`config.mk`:
```
export PLATFORM = sky130hd
export DESIGN_NAME = exc_pipe_ctrl
export DESIGN_NICKNAME = d
export VERILOG_FILES = /design/src/rtl/exc_pipe_ctrl.sv
export SDC_FILE = /design/constraint.sdc
export NUM_CORES = 1
export LEC_CHECK = 0
export CAP_MARGIN = 10
export CELL_PAD_IN_SITES_DETAIL_PLACEMENT = 0
export CELL_PAD_IN_SITES_GLOBAL_PLACEMENT = 1
export CORE_MARGIN = 4
export CORE_UTILIZATION = 24
export CTS_BUF_LIST = sky130_fd_sc_hd__clkbuf_4 sky130_fd_sc_hd__clkbuf_8
export CTS_CLUSTER_DIAMETER = 120
export CTS_CLUSTER_SIZE = 14
export DETAILED_ROUTE_END_ITERATION = 12
export PLACE_DENSITY = 0.95
export SLEW_MARGIN = 20
export SYNTH_ARGS = -nofsm -noshare
export SYNTH_HDL_FRONTEND = slang
export SYNTH_SLANG_ARGS = --single-unit
```
`constraint.sdc`:
```
create_clock -name clk -period 7.3 [get_ports clk]
set_input_delay 1.46 -clock clk [delete_from_list [all_inputs] [get_ports clk]]
set_output_delay 1.46 -clock clk [all_outputs]
set_load 0.005 [all_outputs]
```
`src/rtl/exc_pipe_ctrl.sv`:
```
// Exception/interrupt tracking for the five-stage pipeline: carries fault codes
// D->E->M (oldest fault wins), checks M-stage addresses, and raises the request to CP0.
module exc_pipe_ctrl #(
    parameter int unsigned NUM_HWINT  = 6,
    parameter logic [31:0] DM_TOP     = 32'h0000_2fff,
    parameter int unsigned NUM_TIMERS = 2,
    parameter logic [31:0] TIMER_BASE = 32'h0000_7f00,
    parameter logic [31:0] IG_BASE    = 32'h0000_7f20
) (
    input  logic                 clk,
    input  logic                 reset,
    input  logic [4:0]           F_code,
    input  logic                 D_syscall,
    input  logic                 D_ri,
    input  logic                 E_ov_en,
    input  logic                 E_overflow,
    input  logic [31:0]          M_instr,
    input  logic [31:0]          M_addr,
    input  logic                 M_ov,
    input  logic                 D_en,
    input  logic                 E_clr,
    input  logic [NUM_HWINT-1:0] hw_int,
    input  logic [NUM_HWINT-1:0] im,
    input  logic                 ie,
    input  logic                 eret_M,
    output logic [4:0]           D_code,
    output logic [4:0]           E_code,
    output logic [4:0]           M_code,
    output logic                 exc_req,
    output logic                 exc_is_int,
    output logic [NUM_HWINT-1:0] ip,
    output logic                 exl
);

    localparam logic [5:0] OP_LW = 6'b100011;
    localparam logic [5:0] OP_LH = 6'b100001;
    localparam logic [5:0] OP_LB = 6'b100000;
    localparam logic [5:0] OP_SW = 6'b101011;
    localparam logic [5:0] OP_SH = 6'b101001;
    localparam logic [5:0] OP_SB = 6'b101000;

    logic [4:0]           r_d_code;
    logic [4:0]           r_e_code;
    logic [4:0]           r_m_code;
    logic [NUM_HWINT-1:0] r_sync;
    logic [NUM_HWINT-1:0] r_ip;
    logic                 r_exl;

    logic       w_lw, w_lh, w_lb, w_sw, w_sh, w_sb;
    logic       w_in_dm, w_in_tmr, w_tmr_cnt, w_in_ig, w_legal;
    logic       w_adel, w_ades;
    logic       w_int_pend;
    logic [4:0] w_d_local, w_e_local, w_m_local;

    assign w_lw = (M_instr[31:26] == OP_LW);
    assign w_lh = (M_instr[31:26] == OP_LH);
    assign w_lb = (M_instr[31:26] == OP_LB);
    assign w_sw = (M_instr[31:26] == OP_SW);
    assign w_sh = (M_instr[31:26] == OP_SH);
    assign w_sb = (M_instr[31:26] == OP_SB);

    // MMIO map lookup: timer windows are 12 bytes on a 16-byte stride
    always_comb begin
        w_in_tmr  = 1'b0;
        w_tmr_cnt = 1'b0;
        for (int k = 0; k < int'(NUM_TIMERS); k++) begin
            if ((M_addr >= TIMER_BASE + 32'(16 * k)) &&
                (M_addr <= TIMER_BASE + 32'(16 * k) + 32'd11)) begin
                w_in_tmr = 1'b1;
            end else begin
                w_in_tmr = w_in_tmr;
            end
            if (M_addr == TIMER_BASE + 32'(16 * k) + 32'd8) begin
                w_tmr_cnt = 1'b1;
            end else begin
                w_tmr_cnt = w_tmr_cnt;
            end
        end
    end

    assign w_in_dm = (M_addr <= DM_TOP);
    assign w_in_ig = (M_addr >= IG_BASE) && (M_addr <= IG_BASE + 32'd3);
    assign w_legal = w_in_dm | w_in_tmr | w_in_ig;

    assign w_adel = (w_lw | w_lh | w_lb) &
                    ((w_lw & (M_addr[1:0] != 2'b00)) | (w_lh & M_addr[0]) |
                     ((w_lh | w_lb) & w_in_tmr) | M_ov | !w_legal);

    assign w_ades = (w_sw | w_sh | w_sb) &
                    ((w_sw & (M_addr[1:0] != 2'b00)) | (w_sh & M_addr[0]) |
                     ((w_sh | w_sb) & w_in_tmr) | M_ov | !w_legal |
                     w_tmr_cnt | ((w_sh | w_sb) & w_in_ig));

    // Local faults are suppressed while reset is held so every output reads zero
    assign w_d_local = !reset ? 5'd0 : D_syscall ? 5'd8 : D_ri ? 5'd10 : 5'd0;
    assign w_e_local = (reset & E_ov_en & E_overflow) ? 5'd12 : 5'd0;
    assign w_m_local = !reset ? 5'd0 : w_adel ? 5'd4 : w_ades ? 5'd5 : 5'd0;

    assign D_code = (r_d_code != 5'd0) ? r_d_code : w_d_local;
    assign E_code = (r_e_code != 5'd0) ? r_e_code : w_e_local;
    assign M_code = (r_m_code != 5'd0) ? r_m_code : w_m_local;

    assign w_int_pend = (|(r_ip & im)) & ie & !r_exl;
    assign exc_req    = w_int_pend | ((M_code != 5'd0) & !r_exl);
    assign exc_is_int = w_int_pend;
    assign ip         = r_ip;
    assign exl        = r_exl;

    // Stage code registers; a taken request flushes all three
    always_ff @(posedge clk or negedge reset) begin
        if (!reset) begin
            r_d_code <= 5'd0;
            r_e_code <= 5'd0;
            r_m_code <= 5'd0;
        end else if (exc_req) begin
            r_d_code <= 5'd0;
            r_e_code <= 5'd0;
            r_m_code <= 5'd0;
        end else begin
            if (D_en) begin
                r_d_code <= F_code;
            end
            if (E_clr) begin
                r_e_code <= 5'd0;
            end else if (D_en) begin
                r_e_code <= D_code;
            end
            r_m_code <= E_code;
        end
    end

    // Two-flop synchroniser for the raw interrupt lines
    always_ff @(posedge clk or negedge reset) begin
        if (!reset) begin
            r_sync <= '0;
            r_ip   <= '0;
        end else begin
            r_sync <= hw_int;
            r_ip   <= r_sync;
        end
    end

    // Exception level: entering an exception outranks a simultaneous eret
    always_ff @(posedge clk or negedge reset) begin
        if (!reset) begin
            r_exl <= 1'b0;
        end else if (exc_req) begin
            r_exl <= 1'b1;
        end else if (eret_M) begin
            r_exl <= 1'b0;
        end
    end

endmodule

```
### Yosys cells after proc, flatten, opt, wreduce, memory -nomap -nowiden

Cells that the tools add are included.
W data, S select, Z words.

| word-level totals | value |
|---|---|
| memories | 0 |
| RAM bits | 0 |
| ROM bits | 0 |
| register bits | 28 |
| output and inout port bits | 24 |
| bits in latches | 0 |
| logic and storage cells | 91 |

| cells by class | value |
|---|---|
| shifts and indexed selects | 0 |
| $lt $le $gt $ge | 7 |
| bitwise gates (word level) | 34 |
| equal/unequal tests | 8 |
| multiply operators | 0 |
| $add $sub $neg | 0 |
| reductions and logical operators | 14 |
| div/mod/pow operators | 0 |
| mux-type cells | 22 |

Operator list:

| kind | number |
|---|---|
| $ge A32 B15 Y1 const B | 3 |
| $le A32 B15 Y1 const B | 3 |
| $eq A32 B15 Y1 const B | 2 |
| $mux W5 | 9 |
| $eq A6 B6 Y1 const B | 6 |
| $le A32 B14 Y1 const B | 1 |
| $reduce_bool A5 Y1 | 4 |
| $or A1 B1 Y1 | 19 |
| $mux W4 | 4 |
| $and A1 B1 Y1 | 14 |
| $mux W3 | 3 |
| $and A6 B6 Y6 | 1 |
| $mux W1 | 6 |
| $reduce_bool A2 Y1 | 3 |
| $reduce_or A6 Y1 | 1 |
| $logic_and A1 B1 Y1 | 3 |
| $reduce_bool A3 Y1 | 1 |
| $logic_not A1 Y1 | 2 |

### Logic depth before layout (Yosys ltp)

| logic depth | value |
|---|---|
| word-level depth | 19 |
| gate-level depth with buffers | 7 |
| depth with buffers taken out | 6 |

### Worst setup path before layout

OpenSTA, ideal clock, no wires.

| path | value |
|---|---|
| kind | in2out |
| from | input port M_addr[15] |
| to | output port exc_req |
| buffers on the path | 1 |
| data required time | 5840 ps |
| cell stages on the path | 6 |
| slack | 2772 ps |
| data arrival time | 3068 ps |
| cell sequence | or4b_4 nor3_4 a311oi_1 a311o_1 o21ai_4 buf_6 |

| on the way | value |
|---|---|
| longest elaborated chain between the ends | 18 |
| elaborated cells on any way between the ends | 39 |
| those cells by class | 7 x order compare; 2 x eq/ne; 8 x mux; 17 x bitwise; 5 x reduce/logical |

RTL lines:

| element | line | text |
|---|---|---|
| start: declaration | 18 | `input logic [31:0] M_addr,` |
| $ge A32 B15 Y1 or $le A32 B15 Y1 (tied branches) | 67, 68 |  |
| $logic_and A1 B1 Y1 | 67 | `if ((M_addr >= TIMER_BASE + 32'(16 * k)) &&` |
| $mux W1 (2 in a row) | 67 |  |
| $and A1 B1 Y1 or $or A1 B1 Y1 (tied branches) | 91, 83 |  |
| $or A1 B1 Y1 (on tied branches) | 90, 83 |  |
| $or A1 B1 Y1 or $logic_not A1 Y1 (tied branches) | 91, 87 |  |
| $or A1 B1 Y1 (2 in a row) | 91 | `((w_sh \| w_sb) & w_in_tmr) \| M_ov \| !w_legal \|` |
| $or A1 B1 Y1 | 92 | `w_tmr_cnt \| ((w_sh \| w_sb) & w_in_ig));` |
| $and A1 B1 Y1 | 89 | `assign w_ades = (w_sw \| w_sh \| w_sb) &` |
| $mux W3 | 97 | `assign w_m_local = !reset ? 5'd0 : w_adel ? 5'd4 : w_ades ? 5'd5 : 5'd0;` |
| $mux W3 * (2 in a row) | 97 |  |
| $mux W5 * | 101 | `assign M_code = (r_m_code != 5'd0) ? r_m_code : w_m_local;` |
| $reduce_bool A5 Y1 * | 104 | `assign exc_req = w_int_pend \| ((M_code != 5'd0) & !r_exl);` |
| $and A1 B1 Y1 * | 104 |  |
| $or A1 B1 Y1 * | 104 |  |
| end: declaration | 29 | `output logic exc_req,` |

Every way passes the cells marked *; elsewhere a longest branch is shown, timed or not.

### Final worst setup path

Ends and elaborated chain as after synthesis.

==> results.md <==
* CTS buffer count at 3
* Final setup viols at 0
* Yosys synthesis warning count at 0
* Worst Max-Slew Pin Slew at 0.589 ns
* Final hold slack at 0.355 ns
* Hold Vio Cnt, Final at 0
* Max stage delay cell, worst path: clkdlybuf4s50_1
* Logic gate share of total power at 0.397
* Final antenna-violating net count at 0
* Psw at 0.136 mW
* Clock sinks at 28
* Largest cells by area after synthesis: dfrtp_1 (53%), mux2i_1 (7.5%), nor2_1 (3.1%)
* Drt wl/cell at approximately 13 microns
* DRC viols at 0
* Clock power frac at 0.167
* Sequential-to-total area share from yosys stat at 0.526
* Post-synth top flop: dfrtp_1
* Root Buffer Master: clkbuf_8
* IO Pins at 116
* GPL Wtd Cong at a little under 0.8
* Final WL at 3.69 mm
* Clk Latency, worst-skew pair at 0.26 ns
* Initial antenna violation count at 0
* Hold_buf cts at 0
* Pint at 0.336 mW
* Area Growth Syn to Fin at 73.5%
* Vias in the first global route at 1271
* Largest net degree at the start of global routing at 26
* Outcome: finished, final reports clean
* Worst-path clk slew at approximately 0.080 ns
* Die area at just under 7000 sq um
* Net Sw Frac at 0.289
* Peak VDD IR at 0.111 mV
* Worst-path fanout max at 15
* Die height at 82.5 microns
* First-pass DRT Iterations at 4
* Layout cells sized above 1 at 0.0490
* Hpwl dp at 3.17 mm
* CP endpoint kind: primary output
* Cell breakdown of the critical path: clkdlybuf4s50_1, or4b_4, nor3_4, a311oi_1, a311o_1, o21ai_4, clkdlybuf4s50_1
* Sequential cell area at 701 sq um
* Share of the synthesized area in the top cell type at 0.526
* Sequential Power Share at 0.436
* Max-Cap Viols at 0
* Max Clk Rate at 177 MHz
* Tcrit/Tclk final at 0.773
* # rows at 26
* Most frequent cells after synthesis: dfrtp_1 (28), nor2_1 (11), mux2i_1 (10)
* Syn Inst Count at 122
* Die width at 82.5 microns
* Distinct cells, synth at 38
* Area of the multi-input gates at roughly 570 sq um
* #FFs+latches synth at 28
* First-pass GRT wire length at 5.55 mm
* Total number of vias at 1227
* Mapped cell area at 1330 sq um
* Minimum clock period at 5.64 ns
* Most common cell in the netlist: dfrtp_1
* Antenna cell count at 0
* EDFF count, synth at 0
* Worst-case clock buffer depth at 2
* Fillers at 503
* WS Path Type: primary input to primary output
* Leakage at approximately 0.96 nW
* CP max stage delay at just under 0.6 ns
* Nets@finish at 298
* Critical path launch point type: primary input
* Final setup TNS at 0 ns
* Iteration-0 DRC Markers at 10
* Clock tree from TritonCTS: yes
* Post-CTS Setup Bufs at 0
* Vias/cell at ~4.5
* Cell accounting for the most synthesized area: dfrtp_1
* P per Cell Area at about 200 nW/um^2
* RSZ-0062 raised after global routing: no
* Cts repair resizes at 0
* Syn Nets at about 210
* Mapped Avg Cell Area at 10.9 sq um
* CP required at 5.84 ns
* Total GRT Usage at 0.105
* Worst Hold Class: register to register
* CP dominant cell by count: clkdlybuf4s50_1
* Arrival @ worst endpoint at 4.18 ns
* Slew HR at 0.606
* H-tree levels at 1
* Final Max Slew Viols at 0
* Port-buffer cells at 89
* GRT overflow at 0
* Starting density of the core at 0.254
* Asr flop ratio synth at 1.00
* Layout Skew at 0.00873 ns
* Core Box Area at 5240 sq um
## critical path, delay by kind of cell
family	cells	cell delay, ns
buf+inv	2	1.01
compound gates	3	0.94
simple gates	2	0.78
## final timing paths
path                             startpoint     endpoint  slack, ns  depth (start not counted)
worst min register to register    r_sync[5]        ip[5]       0.35                          0
max in group asynchronous             reset    r_sync[3]       5.27                          2
worst max register to register  r_m_code[1]  r_e_code[4]       5.09                          6
worst max-delay path             M_addr[15]      exc_req       1.66                          7
min in group asynchronous             reset  r_d_code[1]       1.43                          1
worst min-delay path              r_sync[5]        ip[5]       0.35                          0
## cell families after synthesis
family          share of synthesized area
flops                               0.526
buf+inv                            0.0479
mux                                0.0752
compound gates                      0.137
simple gates                        0.213
## per-layer routing
metal  wire length [microns]  track usage  up-vias  share of wire
met3                     445       0.0401        0           0.12
met1                    1490        0.123      556           0.40
met4                       0      0.00498        0              0
li1                        -            -      613              -
met5                       0            0        -              0
met2                    1750        0.190       58           0.47
## power by group through the flow
stage	registers (mW)	clock network (mW)	logic, mW
detailed placement	0.209	0	0.189
global placement	0.208	0	0.186
floorplan	0.201	0	0.0848
global route	0.211	0.0886	0.206
CTS	0.206	0.0828	0.191
finish	0.206	0.0788	0.187
## stage by stage
step	worst slack, ns	util	cells	power [mW]	instance area, sq um
floorplan	2.77	-	122	0.286	1330
global placement	1.66	0.433	271	0.395	2270
detailed placement	1.64	0.433	271	0.399	2270
CTS	1.64	0.441	274	0.480	2310
global route	1.53	0.441	274	0.505	2310
finish	1.66	0.441	274	0.472	2310
## state kept, by name, indices dropped and copies added, names as in the netlist
register	cells
exl	1
ip	6
r_d_code	5
r_e_code	5
r_m_code	5
r_sync	6
## cells in the final DEF, fill, tap and decap left out, types with 2 or more instances in the layout
master           count
nor3_1               7
nor4_1               4
a22o_1               4
nand2b_1             4
nor2b_1              4
o21bai_1             2
mux2i_1             10
a311oi_1             2
nor2_1              11
nand3_1              3
nand2_1              2
a31o_2               2
nand4_1              2
clkbuf_8             3
dfrtp_1             28
nor4b_1              3
clkdlybuf4s50_1     89
inv_1                4
## cell type report
class	instances	share of cell area
Timing Repair Buffer	90	0.389
Sequential cell	28	0.303
Multi-Input combinational cell	79	0.245
Tap cell	70	0.0379
Clock buffer	3	0.0179
Inverter	4	0.00650
Note: power is estimated with default switching activity, not from simulation.
